<file path="src/rtl/fr_pkg.sv">
// Shared flag definitions for the flags register and the condition logic.
// Holds flag bit indices, default sizes and the stack address-width helper.
package fr_pkg;

    localparam int FLAG_Z   = 0;
    localparam int FLAG_LT  = 1;

    localparam int FR_WIDTH = 2;
    localparam int FR_DEPTH = 4;

    // A one-entry stack still needs a one-bit index.
    function automatic int fr_addr_width(input int depth);
        return (depth > 1) ? $clog2(depth) : 1;
    endfunction

endpackage

</file>
<file path="src/rtl/fr_stack_if.sv">
// Flag/stack bus between the sequencer side and fr_stack.
// master drives the ALU flags and active-low strobes; slave returns flags and stack status.
interface fr_stack_if #(
    parameter int WIDTH = 2,
    parameter int DEPTH = 4
);
    localparam int CW = $clog2(DEPTH + 1);

    logic [WIDTH-1:0] in;
    logic [WIDTH-1:0] mask;
    logic             load_bar;
    logic             push_bar;
    logic             pop_bar;
    logic [WIDTH-1:0] out;
    logic [CW-1:0]    count;
    logic             empty;
    logic             full;
    logic             ovf;
    logic             unf;

    modport master (
        output in, mask, load_bar, push_bar, pop_bar,
        input  out, count, empty, full, ovf, unf
    );

    modport slave (
        input  in, mask, load_bar, push_bar, pop_bar,
        output out, count, empty, full, ovf, unf
    );

endinterface

</file>
<file path="src/rtl/fr_stack_mem.sv">
// Save area for fr_stack: DEPTH x WIDTH register array, one write and one read port.
// Deliberately not reset; entries at or above the live count are never observed.
module fr_stack_mem #(
    parameter int WIDTH = 2,
    parameter int DEPTH = 4,
    parameter int AW    = 2
) (
    input  logic             clk,
    input  logic             we,
    input  logic [AW-1:0]    waddr,
    input  logic [WIDTH-1:0] wdata,
    input  logic [AW-1:0]    raddr,
    output logic [WIDTH-1:0] rdata
);

    logic [WIDTH-1:0] mem [DEPTH];

    always_ff @(posedge clk) begin
        if (we) begin
            mem[waddr] <= wdata;
        end
    end

    assign rdata = mem[raddr];

endmodule

</file>
<file path="src/rtl/fr_stack.sv">
// Flags register with masked load and a LIFO save area for interrupt entry/return.
// Define FR_STACK_ERR_EN to build the sticky overflow/underflow flags; otherwise they read 0.
module fr_stack
    import fr_pkg::*;
#(
    parameter int WIDTH = FR_WIDTH,
    parameter int DEPTH = FR_DEPTH
) (
    input  logic        clk,
    input  logic        reset_bar,
    fr_stack_if.slave   bus
);

    localparam int CW = $clog2(DEPTH + 1);
    localparam int AW = fr_addr_width(DEPTH);

    logic [WIDTH-1:0] out_q;
    logic [WIDTH-1:0] out_d;
    logic [WIDTH-1:0] loaded;
    logic [WIDTH-1:0] rd_data;
    logic [CW-1:0]    count_q;
    logic [CW-1:0]    count_d;
    logic [AW-1:0]    waddr;
    logic [AW-1:0]    raddr;
    logic             is_empty;
    logic             is_full;
    logic             do_load;
    logic             do_push;
    logic             do_pop;
    logic             push_ok;
    logic             pop_ok;

    assign do_load  = ~bus.load_bar;
    assign do_push  = ~bus.push_bar;
    assign do_pop   = ~bus.pop_bar;

    assign is_empty = (count_q == '0);
    assign is_full  = (count_q == CW'(DEPTH));

    // Push and pop together cancel out: the stack is left alone.
    assign push_ok  = do_push & ~do_pop & ~is_full;
    assign pop_ok   = do_pop & ~do_push & ~is_empty;

    assign loaded   = (bus.in & bus.mask) | (out_q & ~bus.mask);

    assign waddr    = AW'(count_q);
    assign raddr    = AW'(count_q - CW'(1));

    fr_stack_mem #(
        .WIDTH (WIDTH),
        .DEPTH (DEPTH),
        .AW    (AW)
    ) u_mem (
        .clk   (clk),
        .we    (push_ok),
        .waddr (waddr),
        .wdata (out_q),
        .raddr (raddr),
        .rdata (rd_data)
    );

    always_comb begin
        out_d   = out_q;
        count_d = count_q;
        if (pop_ok) begin
            out_d   = rd_data;
            count_d = count_q - CW'(1);
        end else begin
            if (do_load) begin
                out_d = loaded;
            end
            if (push_ok) begin
                count_d = count_q + CW'(1);
            end
        end
    end

    always_ff @(posedge clk or negedge reset_bar) begin
        if (!reset_bar) begin
            out_q   <= '0;
            count_q <= '0;
        end else begin
            out_q   <= out_d;
            count_q <= count_d;
        end
    end

`ifdef FR_STACK_ERR_EN
    logic ovf_q;
    logic unf_q;
    logic push_err;
    logic pop_err;

    assign push_err = do_push & ~do_pop & is_full;
    assign pop_err  = do_pop & ~do_push & is_empty;

    always_ff @(posedge clk or negedge reset_bar) begin
        if (!reset_bar) begin
            ovf_q <= 1'b0;
            unf_q <= 1'b0;
        end else begin
            ovf_q <= ovf_q | push_err;
            unf_q <= unf_q | pop_err;
        end
    end

    assign bus.ovf = ovf_q;
    assign bus.unf = unf_q;
`else
    assign bus.ovf = 1'b0;
    assign bus.unf = 1'b0;
`endif

    assign bus.out   = out_q;
    assign bus.count = count_q;
    assign bus.empty = is_empty;
    assign bus.full  = is_full;

endmodule

</file>
<file path="src/flat_wrapper.sv">
// flat-port wrapper written by rule: the top's interface ports become plain ports
module fr_stack_flat import fr_pkg::*;
#(
    parameter int WIDTH = FR_WIDTH,
    parameter int DEPTH = FR_DEPTH
)
  (clk, reset_bar, bus_in, bus_mask, bus_load_bar, bus_push_bar, bus_pop_bar, bus_out, bus_count, bus_empty, bus_full, bus_ovf, bus_unf);
  fr_stack_if #(.WIDTH(WIDTH), .DEPTH(DEPTH)) bus_i ();
  input  logic clk;
  input  logic reset_bar;
  input wire logic [$bits(bus_i.in)-1:0] bus_in;
  input wire logic [$bits(bus_i.mask)-1:0] bus_mask;
  input wire logic [$bits(bus_i.load_bar)-1:0] bus_load_bar;
  input wire logic [$bits(bus_i.push_bar)-1:0] bus_push_bar;
  input wire logic [$bits(bus_i.pop_bar)-1:0] bus_pop_bar;
  output wire logic [$bits(bus_i.out)-1:0] bus_out;
  output wire logic [$bits(bus_i.count)-1:0] bus_count;
  output wire logic [$bits(bus_i.empty)-1:0] bus_empty;
  output wire logic [$bits(bus_i.full)-1:0] bus_full;
  output wire logic [$bits(bus_i.ovf)-1:0] bus_ovf;
  output wire logic [$bits(bus_i.unf)-1:0] bus_unf;
  assign bus_i.in = bus_in;
  assign bus_i.mask = bus_mask;
  assign bus_i.load_bar = bus_load_bar;
  assign bus_i.push_bar = bus_push_bar;
  assign bus_i.pop_bar = bus_pop_bar;
  assign bus_out = bus_i.out;
  assign bus_count = bus_i.count;
  assign bus_empty = bus_i.empty;
  assign bus_full = bus_i.full;
  assign bus_ovf = bus_i.ovf;
  assign bus_unf = bus_i.unf;
  fr_stack #(.WIDTH(WIDTH), .DEPTH(DEPTH)) u_core (.clk(clk), .reset_bar(reset_bar), .bus(bus_i));
endmodule
</file>
<file path="config.mk">
export PLATFORM = sky130hd
export DESIGN_NAME = fr_stack_flat
export DESIGN_NICKNAME = d
export VERILOG_FILES = /design/src/rtl/fr_pkg.sv /design/src/rtl/fr_stack_if.sv /design/src/rtl/fr_stack_mem.sv /design/src/rtl/fr_stack.sv /design/src/flat_wrapper.sv
export SDC_FILE = /design/constraint.sdc
export NUM_CORES = 1
export LEC_CHECK = 0
export BUFFER_PORTS_ARGS = -buffer_cell sky130_fd_sc_hd__buf_2
export CAP_MARGIN = 20
export CORE_ASPECT_RATIO = 1.1
export CORE_MARGIN = 4
export CORE_UTILIZATION = 25
export DETAILED_ROUTE_END_ITERATION = 16
export GPL_ROUTABILITY_DRIVEN = 0
export PLACE_DENSITY = 0.55
export SYNTH_ARGS = -nofsm -noshare
export SYNTH_HDL_FRONTEND = slang
export SYNTH_SLANG_ARGS = --single-unit
</file>
<file path="constraint.sdc">
create_clock -name clk -period 2.2 [get_ports clk]
set_clock_uncertainty 0.1 [all_clocks]
set_input_delay 0.66 -clock clk [delete_from_list [all_inputs] [get_ports clk]]
set_output_delay 0.66 -clock clk [all_outputs]
set_load 0.05 [all_outputs]
</file>
# --- After elaboration in Yosys (flattened, before gate mapping) ---
# Memories as Yosys holds them, arrays and structs flattened.
# Index checks and enable logic that the tools add are counted.
totals:
  regBits: 5
  out_inout_bits: 9
  elab_cells: 27
  memories: 1
  ram_bits: 8
classes:
  muxes: 6
  reduce_logical: 2
  n_bitwise: 12
  addsub: 2
  n_eq_ne: 2
memory_table:
  columns: ["name", "words", "width", "read_ports", "rd_ports_with_merged_regs", "wr", "line", "source"]
  rows:
  - ["u_core.u_mem.mem", 4, 2, 1, 0, 1, "fr_stack_mem.sv:16", "logic [WIDTH-1:0] mem [DEPTH];"]
ops:
  columns: ["operator", "count"]
  rows:
  - ["$mux 3", 2]
  - ["$and 1x1->1", 4]
  - ["$and 2x2->2", 2]
  - ["$mux 2", 2]
  - ["$not 1->1", 4]
  - ["$add 3x1->3 const B", 1]
  - ["$eq 3x3->1 const B", 1]
  - ["$logic_not 3->1", 1]
  - ["$sub 3x1->3 const B", 1]
  - ["$mux 1", 2]
  - ["$ne 2x1->1 const B", 1]
  - ["$not 2->2", 1]
  - ["$or 2x2->2", 1]
  - ["$reduce_bool 2->1", 1]

# --- Depth between registers and ports, before layout ---
# Gate-level depths: netlist of run 1.
logic_depth:
  ltp_word: 5
  ltp_mapped: 6
  mapped_depth_nobuf: 6

# --- By module ---
# From an unflattened synthesis of run 1, not the netlist that was laid out.
unflattened:
  hier_cells: 59
  area_unflattened_um2: 779.5
modules_own_cells:
  columns: ["mod", "seq_area_each_um2", "instances", "cells_each", "area_each_um2"]
  rows:
  - ["fr_stack", 125.1, 1, 45, 455.4]
  - ["fr_stack_mem", 240.2, 1, 14, 324.1]

# --- Worst setup path after synthesis of run 1 ---
# OpenSTA, ideal clock, no wires.
synth_timing:
  path_kind: "register -> output"
  start: "reg u_core.count_q[0], in the netlist u_core.bus.count[0]"
  end: "out bus_empty"
  path_stages_with_launch: 4
  arrival_ns: 1.534
  slack_ns: -0.094
  path_buffers: 0
  required_time_ns: 1.440
  path_cell_list: "dfrtp_1 -> inv_1 -> ha_1 -> nor2b_2"
synth_between:
  elab_chain_cells: 1
synth_lines:
  columns: ["element", "line", "source"]
  rows:
  - ["start, declared", "fr_stack.sv:21", "logic [CW-1:0] count_q;"]
  - ["start signal, assigned", "fr_stack.sv:84", "count_q <= count_d;"]
  - ["$logic_not 3->1", "fr_stack.sv:37", "assign is_empty = (count_q == '0);"]
  - ["end, declared", "flat_wrapper.sv:18", "output wire logic [$bits(bus_i.empty)-1:0] bus_empty;"]
# Every way passes these cells.

# --- Worst setup path after layout of run 1 ---
# Ends and elaborated chain as after synthesis.

==> results of run 1 <==
## synth_stat cells (2+ instances only)
library cell,instances,area (um2)
o21ai_0,2,10.01
buf_4,2,15.01
nand2b_1,3,18.77
dfrtp_1,5,125.1
inv_1,2,7.510
nand2_1,2,7.510
and2_1,3,18.77
edfxtp_1,8,240.2
ha_1,5,62.56
mux4_2,2,45.04
xnor2_1,2,17.52
mux2i_1,3,30.03
## cell type report
cell class / instances / area share (%)
timing repair buffer: 17 / 11.69
tap: 31 / 4.586
sequential: 13 / 43.20
clock buffer: 4 / 3.107
multi-input combinational: 33 / 36.54
inverter: 2 / 0.8876
## stage by stage
step / std cells / utilization, % / hold WS [ns]
finish: 100 / 32.94 / 0.1042
global route: 100 / 32.94 / 0.08386
floorplan: 50 / - / 0.2644
detailed placement: 95 / 31.29 / 0.4015
global placement: 95 / 31.29 / 0.3967
CTS: 99 / 32.65 / 0.1020
## worst max-delay path by stage
| stage | depth (start not counted) | to |
|---|---|---|
| floorplan | 5 | u_core.u_mem.mem[1][0] |
| global placement | 4 | bus_empty |
| detailed placement | 4 | bus_empty |
| CTS | 4 | bus_empty |
| global route | 4 | bus_empty |
| finish | 4 | bus_empty |
## routing by layer
layer  routed length [um]  track usage [%]  share of wire [%]
met2                  731            14.12                 57
met4                    0                0                  0
met3                   97            4.132                7.5
met1                  463            7.908                 36
met5                    0                0                  0
## power groups by stage
stage | Sequential, mW | Clock [mW] | Combinational [mW]
2_1_floorplan | 0.590 | 0 | 0.328
3_3_place_gp | 0.422 | 0 | 0.648
3_5_place_dp | 0.426 | 0 | 0.654
4_1_cts | 0.422 | 0.150 | 0.669
5_1_grt | 0.428 | 0.170 | 0.723
6_report | 0.417 | 0.143 | 0.675
## what timing repair did
| action | 4_1_cts | 5_1_grt |
|---|---|---|
| resized for setup | 3 | 1 |
| endpoints found under the setup margin | 2 | 2 |
| hold buffers | 0 | 0 |
| buffers inserted | 0 | 1 |
## kinds of logic (layout without fill, tap and decap cells)
| kind of cell | after synthesis | after routing | synth area share [%] |
|---|---|---|---|
| fa+ha+maj | 5 | 5 | 9.091 |
| compound gates | 4 | 4 | 4.545 |
| flops | 13 | 13 | 53.09 |
| xor+xnor | 2 | 2 | 2.546 |
| buf+inv | 4 | 23 | 3.272 |
| other cells | 1 | 2 | 0.5449 |
| mux | 6 | 6 | 12.55 |
| simple gates | 14 | 14 | 14.37 |
## critical path, cell delays in order (launching register included)
cell and delay [ns]:
dfrtp_1 0.38, inv_1 0.11, ha_1 0.21, nor2b_4 0.19
buf_6 0.17
## cells in the final DEF (no fill, tap or decap), types with 2 or more instances in the layout
master / synthesis / routed
mux4_2: 2 / 2
and2_1: 3 / 3
o21ai_0: 2 / 2
nand2_1: 2 / 2
ha_1: 5 / 5
xnor2_1: 2 / 2
nand2b_1: 3 / 3
buf_4: 2 / 3
clkbuf_4: 0 / 3
conb_1: 1 / 2
mux2i_1: 3 / 3
edfxtp_1: 8 / 8
dfrtp_1: 5 / 5
buf_2: 0 / 13
==> results.cfg, run 1 <==
[power_and_ir_drop]
intPower_mw = 0.6722
swShare_pct = 45.56
power_density_mw_per_mm2 = 1460
pwr-share-seq_pct = 33.8
ir_worst_vdd_uv = 669.1
pwr-share-clk_pct = 11.6
power_mw = 1.235
leakage_nw = 0.3626
p_sw_mw = 0.5626
power_frac_comb_pct = 54.7

[detailed_routing]
vias = 414
drc_errors = 0
wirelength_mm = 1.292
drt_pass1_iterations = 3
drtAntennaViolNets = 0
wire_per_inst_um = 12.92
drt_iter0_drc = 19
avgViaCountPerCell = 4.140

[grt]
grt_start_max_net_pins = 9
grt_use_total_pct = 7.634
grt_pass1_vias = 437
grt_pass1_wl_mm = 2.104
gr-total-overflow = 0
antenna_found_initial = 0

[yosys]
synth_ff_type = edfxtp_1
yosysSeqAreaShare_pct = 53.09
synth-warning-count = 0
synth_area_um2 = 688.2
synth_edf_count = 8
synthArstFlopShare_pct = 38.46
ys_ff_latch = 13
synth_cell_types = 22
syn_inst = 49
postSynthAreaPerCell_um2 = 14.04

[status]
status = complete, no violations

[cells_and_area]
synthToLayoutAreaGrowth_pct = 22.91
finalNetCount = 84
regArea_um2 = 365.4
fillers = 262
multi_input_area_um2 = 309.0
diodes = 0
finalInstanceArea_um2 = 845.8
drive_above_1_share_pct = 43.48

[critical_path]
worstPathArrival_ns = 1.34
crit_fanout = 3
reg2reg_to = u_core.u_mem.mem[2][1]
r2r_start = u_core.bus.count[1]
cp-start-kind = register
startpoint = u_core.bus.count[0]
r2r_setup_slack_ns = 0.51
criticalPathCategory = reg2out
rr_worst_depth = 5
cp.required_ns = 1.44
end_kind = output pin

[clock_network]
clock_sinks = 13
clk_pin_slew_worst_paths_ns = 0.08
root_buffer = clkbuf_4
cts_max_path_buffers = 2
cts_tree = built
numCtsBuffers = 3
htreeDepth = 1
clk_latency_ns = 0.26

[floorplanning]
initial_core_util_pct = 26.80
coreArea_mm2 = 0.002567
fp-row-count = 19
die_area_mm2 = 0.003657
die_x_um = 58.03
ioPinCount = 18
die_h_um = 63.03

[placement]
preCtsSetupSlack_ns = 0.2524
dp_hpwl_mm = 1.020
portBuffers = 15
postPlaceCellArea_um2 = 803.3

[sta]
min_period_ns = 2.098
setup_tns_ns = 0
finalSetupViolations = 0
max_freq_mhz = 476.7
finalHoldViolCount = 0
fin_ws_ns = 0.1023
timing.final.max_slew_violations = 0
finalCritPeriodShare_pct = 95.35
rsz0062_at_grt = false

[worst_hold_path]
hold_path_class = in2async

[job]
cap_viol_max_count = 0
No activity file was read; power rests on OpenSTA's default activity.
==> inputs of run 2 (changes only) <==
clock period = 2.7 ns   (was 2.2 ns; I/O delays follow)
==> run 2 against run 1 <==
  * Sequential power down 15%
  * Final cell count down 2.0%
  * First-iteration DRC count down 74%
  * Sequential share of layout area up 1.5 points
  * Count of clock-buffer cells in the layout unchanged
  * Critical path depth unchanged
  * Combinational power down 27%
  * Power down 22%
  * Die area unchanged
  * Clock power down 19%
  * Via count up 0.97%
  * Critical path type unchanged
  * Largest power group unchanged
==> results.cfg, run 2 (synthesis gave the netlist of run 1 again) <==
[power_and_ir_drop]
power_density_mw_per_mm2 = 1181
power_frac_comb_pct = 51.2
pwr-share-clk_pct = 12.0
intPower_mw = 0.5155
swShare_pct = 46.59
pwr-share-seq_pct = 36.8
leakage_nw = 0.3517
power_mw = 0.9652
p_sw_mw = 0.4497
ir_worst_vdd_uv = 685.1

[placement]
portBuffers = 15
preCtsSetupSlack_ns = 0.4709
place_inst = 94
dp_hpwl_mm = 1.046

[floorplanning]
die_h_um = 63.03
fp-row-count = 19
ioPinCount = 18
die_area_mm2 = 0.003657
coreArea_mm2 = 0.002567
initial_core_util_pct = 26.80
die_x_um = 58.03

[grt]
antenna_found_initial = 0
grt_pass1_wl_mm = 2.118
grt_pass1_vias = 455
gr-total-overflow = 0
grt_use_total_pct = 8.060
grt_start_max_net_pins = 9

[sta]
finalCritPeriodShare_pct = 93.62
finalSetupViolations = 0
finalHoldViolCount = 0
holdWs_ns = 0.2487
min_period_ns = 2.528
timing.final.max_slew_violations = 0
setup_tns_ns = 0
fin_ws_ns = 0.1722
rsz0062_at_grt = false
max_freq_mhz = 395.6

[job]
cap_viol_max_count = 0

[critical_path]
criticalPathCategory = reg2out
crit_fanout = 7
cp.required_ns = 1.79
r2r_setup_slack_ns = 0.76
worstPathArrival_ns = 1.62
end_kind = output pin
cp-start-kind = register

[cells_and_area]
layout.cells.non_filler = 98
drive_above_1_share_pct = 40.30
diodes = 0
finalNetCount = 82
mostFrequentLayoutCell = buf_2
mostFrequentLayoutCells = buf_2 (15), edfxtp_1 (8), ha_1 (5), dfrtp_1 (5)
synthToLayoutAreaGrowth_pct = 18.73
fillers = 271

[detailed_routing]
drt_pass1_iterations = 4
avgViaCountPerCell = 4.265
drtAntennaViolNets = 0
wire_per_inst_um = 13.40
wirelength_mm = 1.313
drc_errors = 0
vias = 418
drt_iter0_drc = 5

[clock_network]
root_buffer = clkbuf_4
postCtsHoldBufs = 0
cts_tree = built
cts_setup_buffers = 0
cts_max_path_buffers = 2
cts_resized = 0
clock_sinks = 13
htreeDepth = 1
numCtsBuffers = 3
clk_pin_slew_worst_paths_ns = 0.08
clk_latency_ns = 0.27

[worst_hold_path]
hold_path_class = in2async

[status]
status = complete, no violations
-- run 2: power by group through the flow --
stage | sequential, mW | clock [mW] | combinational (mW)
finish | 0.355 | 0.116 | 0.494
floorplan | 0.478 | 0 | 0.262
CTS | 0.356 | 0.123 | 0.500
detailed placement | 0.361 | 0 | 0.499
global placement | 0.358 | 0 | 0.494
global route | 0.365 | 0.132 | 0.530
-- run 2: routing by layer --
layer	GRT usage [%]	share of wire (%)
met5	0	0
met4	4.348	1.1
met3	2.479	7.9
met2	13.70	54
met1	8.696	37
-- run 2: final cells by class --
cell class | instances | area (um2) | share of cell area [%]
Timing Repair Buffer | 15 | 75.07 | 9.188
Sequential cell | 13 | 365.4 | 44.72
Multi-Input combinational cell | 33 | 304.0 | 37.21
Tap cell | 31 | 38.79 | 4.747
Inverter | 2 | 7.507 | 0.9188
Clock buffer | 4 | 26.28 | 3.216
-- run 2: worst max-delay path, cell delays in order, from the launching register on --
cell and delay, ns:
dfrtp_1 0.48, inv_1 0.15, ha_1 0.20, nor2b_2 0.22
buf_2 0.30
-- run 2: through the flow --
step                util, %  cell area (um2)
floorplan                 -            691.9
global route          31.82            817.0
global placement      30.80            790.8
CTS                   31.82            817.0
finish                31.82            817.0
detailed placement    30.80            790.8
-- run 2: path summary, 6_finish.rpt --
check	from	to	cells past startpoint
max	u_core.bus.count[0]	bus_empty	4
min	reset_bar	async pin	1
max reg2reg	u_core.bus.count[0]	u_core.bus.count[1]	6
min reg2reg	u_core.bus.count[2]	u_core.bus.count[2]	1
max in group asynchronous	reset_bar	u_core.bus.count[1]	1
min in group clk	u_core.bus.count[2]	u_core.bus.count[2]	1
==> inputs of run 3 (changes only) <==
PLACE_DENSITY = 0.54   (was 0.55)
SYNTH_HIERARCHICAL = 1   (was unset)
==> run 3 against run 2 <==
  * Sequential share of layout area down 4.3 points
  * Global-route usage shrank 0.37 points
  * Final cell count grew 11%
  * Worst setup slack worse by 0.034 ns
  * Via count rose by 20%
  * First-iteration DRC count increased by 40%
  * Power grew 7.4%
  * Synthesized area rose by 13%
  * Clock power rose by 4%
==> results.cfg, run 3 <==
[status]
status = complete, no violations

[yosys]
synth_edf_count = 8
yosysMostFrequentCell = edfxtp_1
synthArstFlopShare_pct = 38.46
ys_ff_latch = 13
yosysSeqAreaShare_pct = 46.87
synth_common_cells = edfxtp_1 (8), dfrtp_1 (5), buf_4 (4), inv_1 (4), ha_1 (3)
synth_top_cell_area_share_pct = 30.82
synth_top_cell_by_area = edfxtp_1
synth-warning-count = 6
synth_ff_type = edfxtp_1
postSynthAreaPerCell_um2 = 13.21
synth_cell_types = 29
synth_area_um2 = 779.5
syn_inst = 59
ys_top_cells_by_area = edfxtp_1 (31%), dfrtp_1 (16%), mux4_1 (6.7%)

[floorplanning]
die_area_mm2 = 0.004076
initial_core_util_pct = 25.80
coreArea_mm2 = 0.003022
ioPinCount = 18
die_x_um = 61.24
fp-row-count = 21
die_h_um = 66.57

[sta]
finalHoldViolCount = 0
timing.final.max_slew_violations = 0
rsz0062_at_grt = false
min_period_ns = 2.562
fin_ws_ns = 0.1378
finalCritPeriodShare_pct = 94.90
finalSetupViolations = 0
holdWs_ns = 0.2287
max_freq_mhz = 390.3
setup_tns_ns = 0

[detailed_routing]
vias = 500
wirelength_mm = 1.398
avgViaCountPerCell = 4.587
drc_errors = 0
drt_pass1_iterations = 4
drt_iter0_drc = 7
drtAntennaViolNets = 0
wire_per_inst_um = 12.83

[cells_and_area]
finalInstanceArea_um2 = 903.4
layout.cells.non_filler = 109
multi_input_area_um2 = 377.9
mostFrequentLayoutCell = buf_2
regArea_um2 = 365.4
final_util_pct = 29.90
fillers = 304
finalNetCount = 88
diodes = 0
synthToLayoutAreaGrowth_pct = 15.89
mostFrequentLayoutCells = buf_2 (15), edfxtp_1 (8), dfrtp_1 (5), inv_1 (4), clkbuf_4 (3)
drive_above_1_share_pct = 40.00

[critical_path]
crit_path_end = bus_empty
r2r_setup_slack_ns = 0.55
startpoint = u_core/bus.count[0]
rr_worst_depth = 5
crit_fanout = 7
end_kind = output pin
cp-start-kind = register
worstPathArrival_ns = 1.65
criticalPathCategory = reg2out
r2r_start = u_core/bus.count[0]
cp.required_ns = 1.79
reg2reg_to = u_core/u_mem/mem[0][1]

[placement]
postPlaceCellArea_um2 = 873.3
place_inst = 105
portBuffers = 15
dp_hpwl_mm = 1.023
preCtsSetupSlack_ns = 0.4126

[power_and_ir_drop]
power_mw = 1.037
ir_worst_vdd_uv = 462.6
leakage_nw = 0.3958
power_density_mw_per_mm2 = 1148

[grt]
grt_pass1_wl_mm = 2.221
antenna_found_initial = 0
grt_start_max_net_pins = 12
grt_pass1_vias = 481
gr-total-overflow = 0
grt_use_total_pct = 7.692

[clock_network]
cts_tree = built
htreeDepth = 1
clk_latency_ns = 0.28
root_buffer = clkbuf_4
cts_max_path_buffers = 2
numCtsBuffers = 3
clock_sinks = 13
clk_pin_slew_worst_paths_ns = 0.09

[worst_hold_path]
hold_path_class = in2async

[job]
cap_viol_max_count = 0
==> run 3: cell count changes in the layout (fill, tap and decap cells not counted), sizes merged, moves of 2 or more <==
cell / delta
mux2: +3
and3b: +2
o211a: +2
inv: +2
and2: -3
mux2i: -3
a31oi: +2
ha: -2
nor4b: +2
==> run 3: power breakdown <==
part / internal, mW / leakage (nW) / switching, mW
clock: 0.0550 / 0.0177 / 0.0661
sequential: 0.286 / 0.132 / 0.0779
combinational: 0.205 / 0.247 / 0.347
==> run 3: metal layers <==
layer / vias up / part of all wire (%) / track usage (%)
li1: 243 / - / -
met1: 240 / 46 / 9.123
met2: 15 / 46 / 11.38
met3: 2 / 7.4 / 3.488
met4: 0 / 1.1 / 4.065
met5: - / 0 / 0
==> run 3: worst min path at each step <==
stage,to,slack (ns),from
after floorplan,async pin,0.41,reset_bar
after global placement,u_core/u_mem/mem[2][1],0.47,register
after detailed placement,u_core/u_mem/mem[2][1],0.48,register
after CTS,async pin,0.22,reset_bar
after global routing,async pin,0.22,reset_bar
final,async pin,0.23,reset_bar
==> run 3: worst max-delay path, stage by stage, from the launching register on <==
cell,delay (ns)
dfrtp_1,0.44
inv_1,0.20
ha_2,0.27
inv_1,0.10
nor2_2,0.10
buf_2,0.26
==> run 3: logic make-up after synthesis <==
kind of cell	count (synthesis)	synth area share [%]
other	1	0.4811
AOI/OAI and AO/OA	8	7.705
adders and majority gates	3	4.816
muxes	6	13.48
buffers and inverters	8	5.778
xor gates and xnor gates	3	3.371
and+or+nand+nor	17	17.50
DFF	13	46.87
==> run 3: cell type report <==
cell class                      instances  share of cell area (%)
Multi-Input combinational cell         39                   41.83
Sequential cell                        13                   40.44
Timing Repair Buffer                   15                   8.310
Tap cell                               34                   4.709
Clock buffer                            3                   2.493
Inverter                                4                   1.662
Clock inverter                          1                  0.5540
==> run 3: repair_timing <==
action	in CTS	in global routing
hold buffers	0	0
resized for setup	0	1
buffers inserted	0	0
endpoints found under the setup margin	0	2
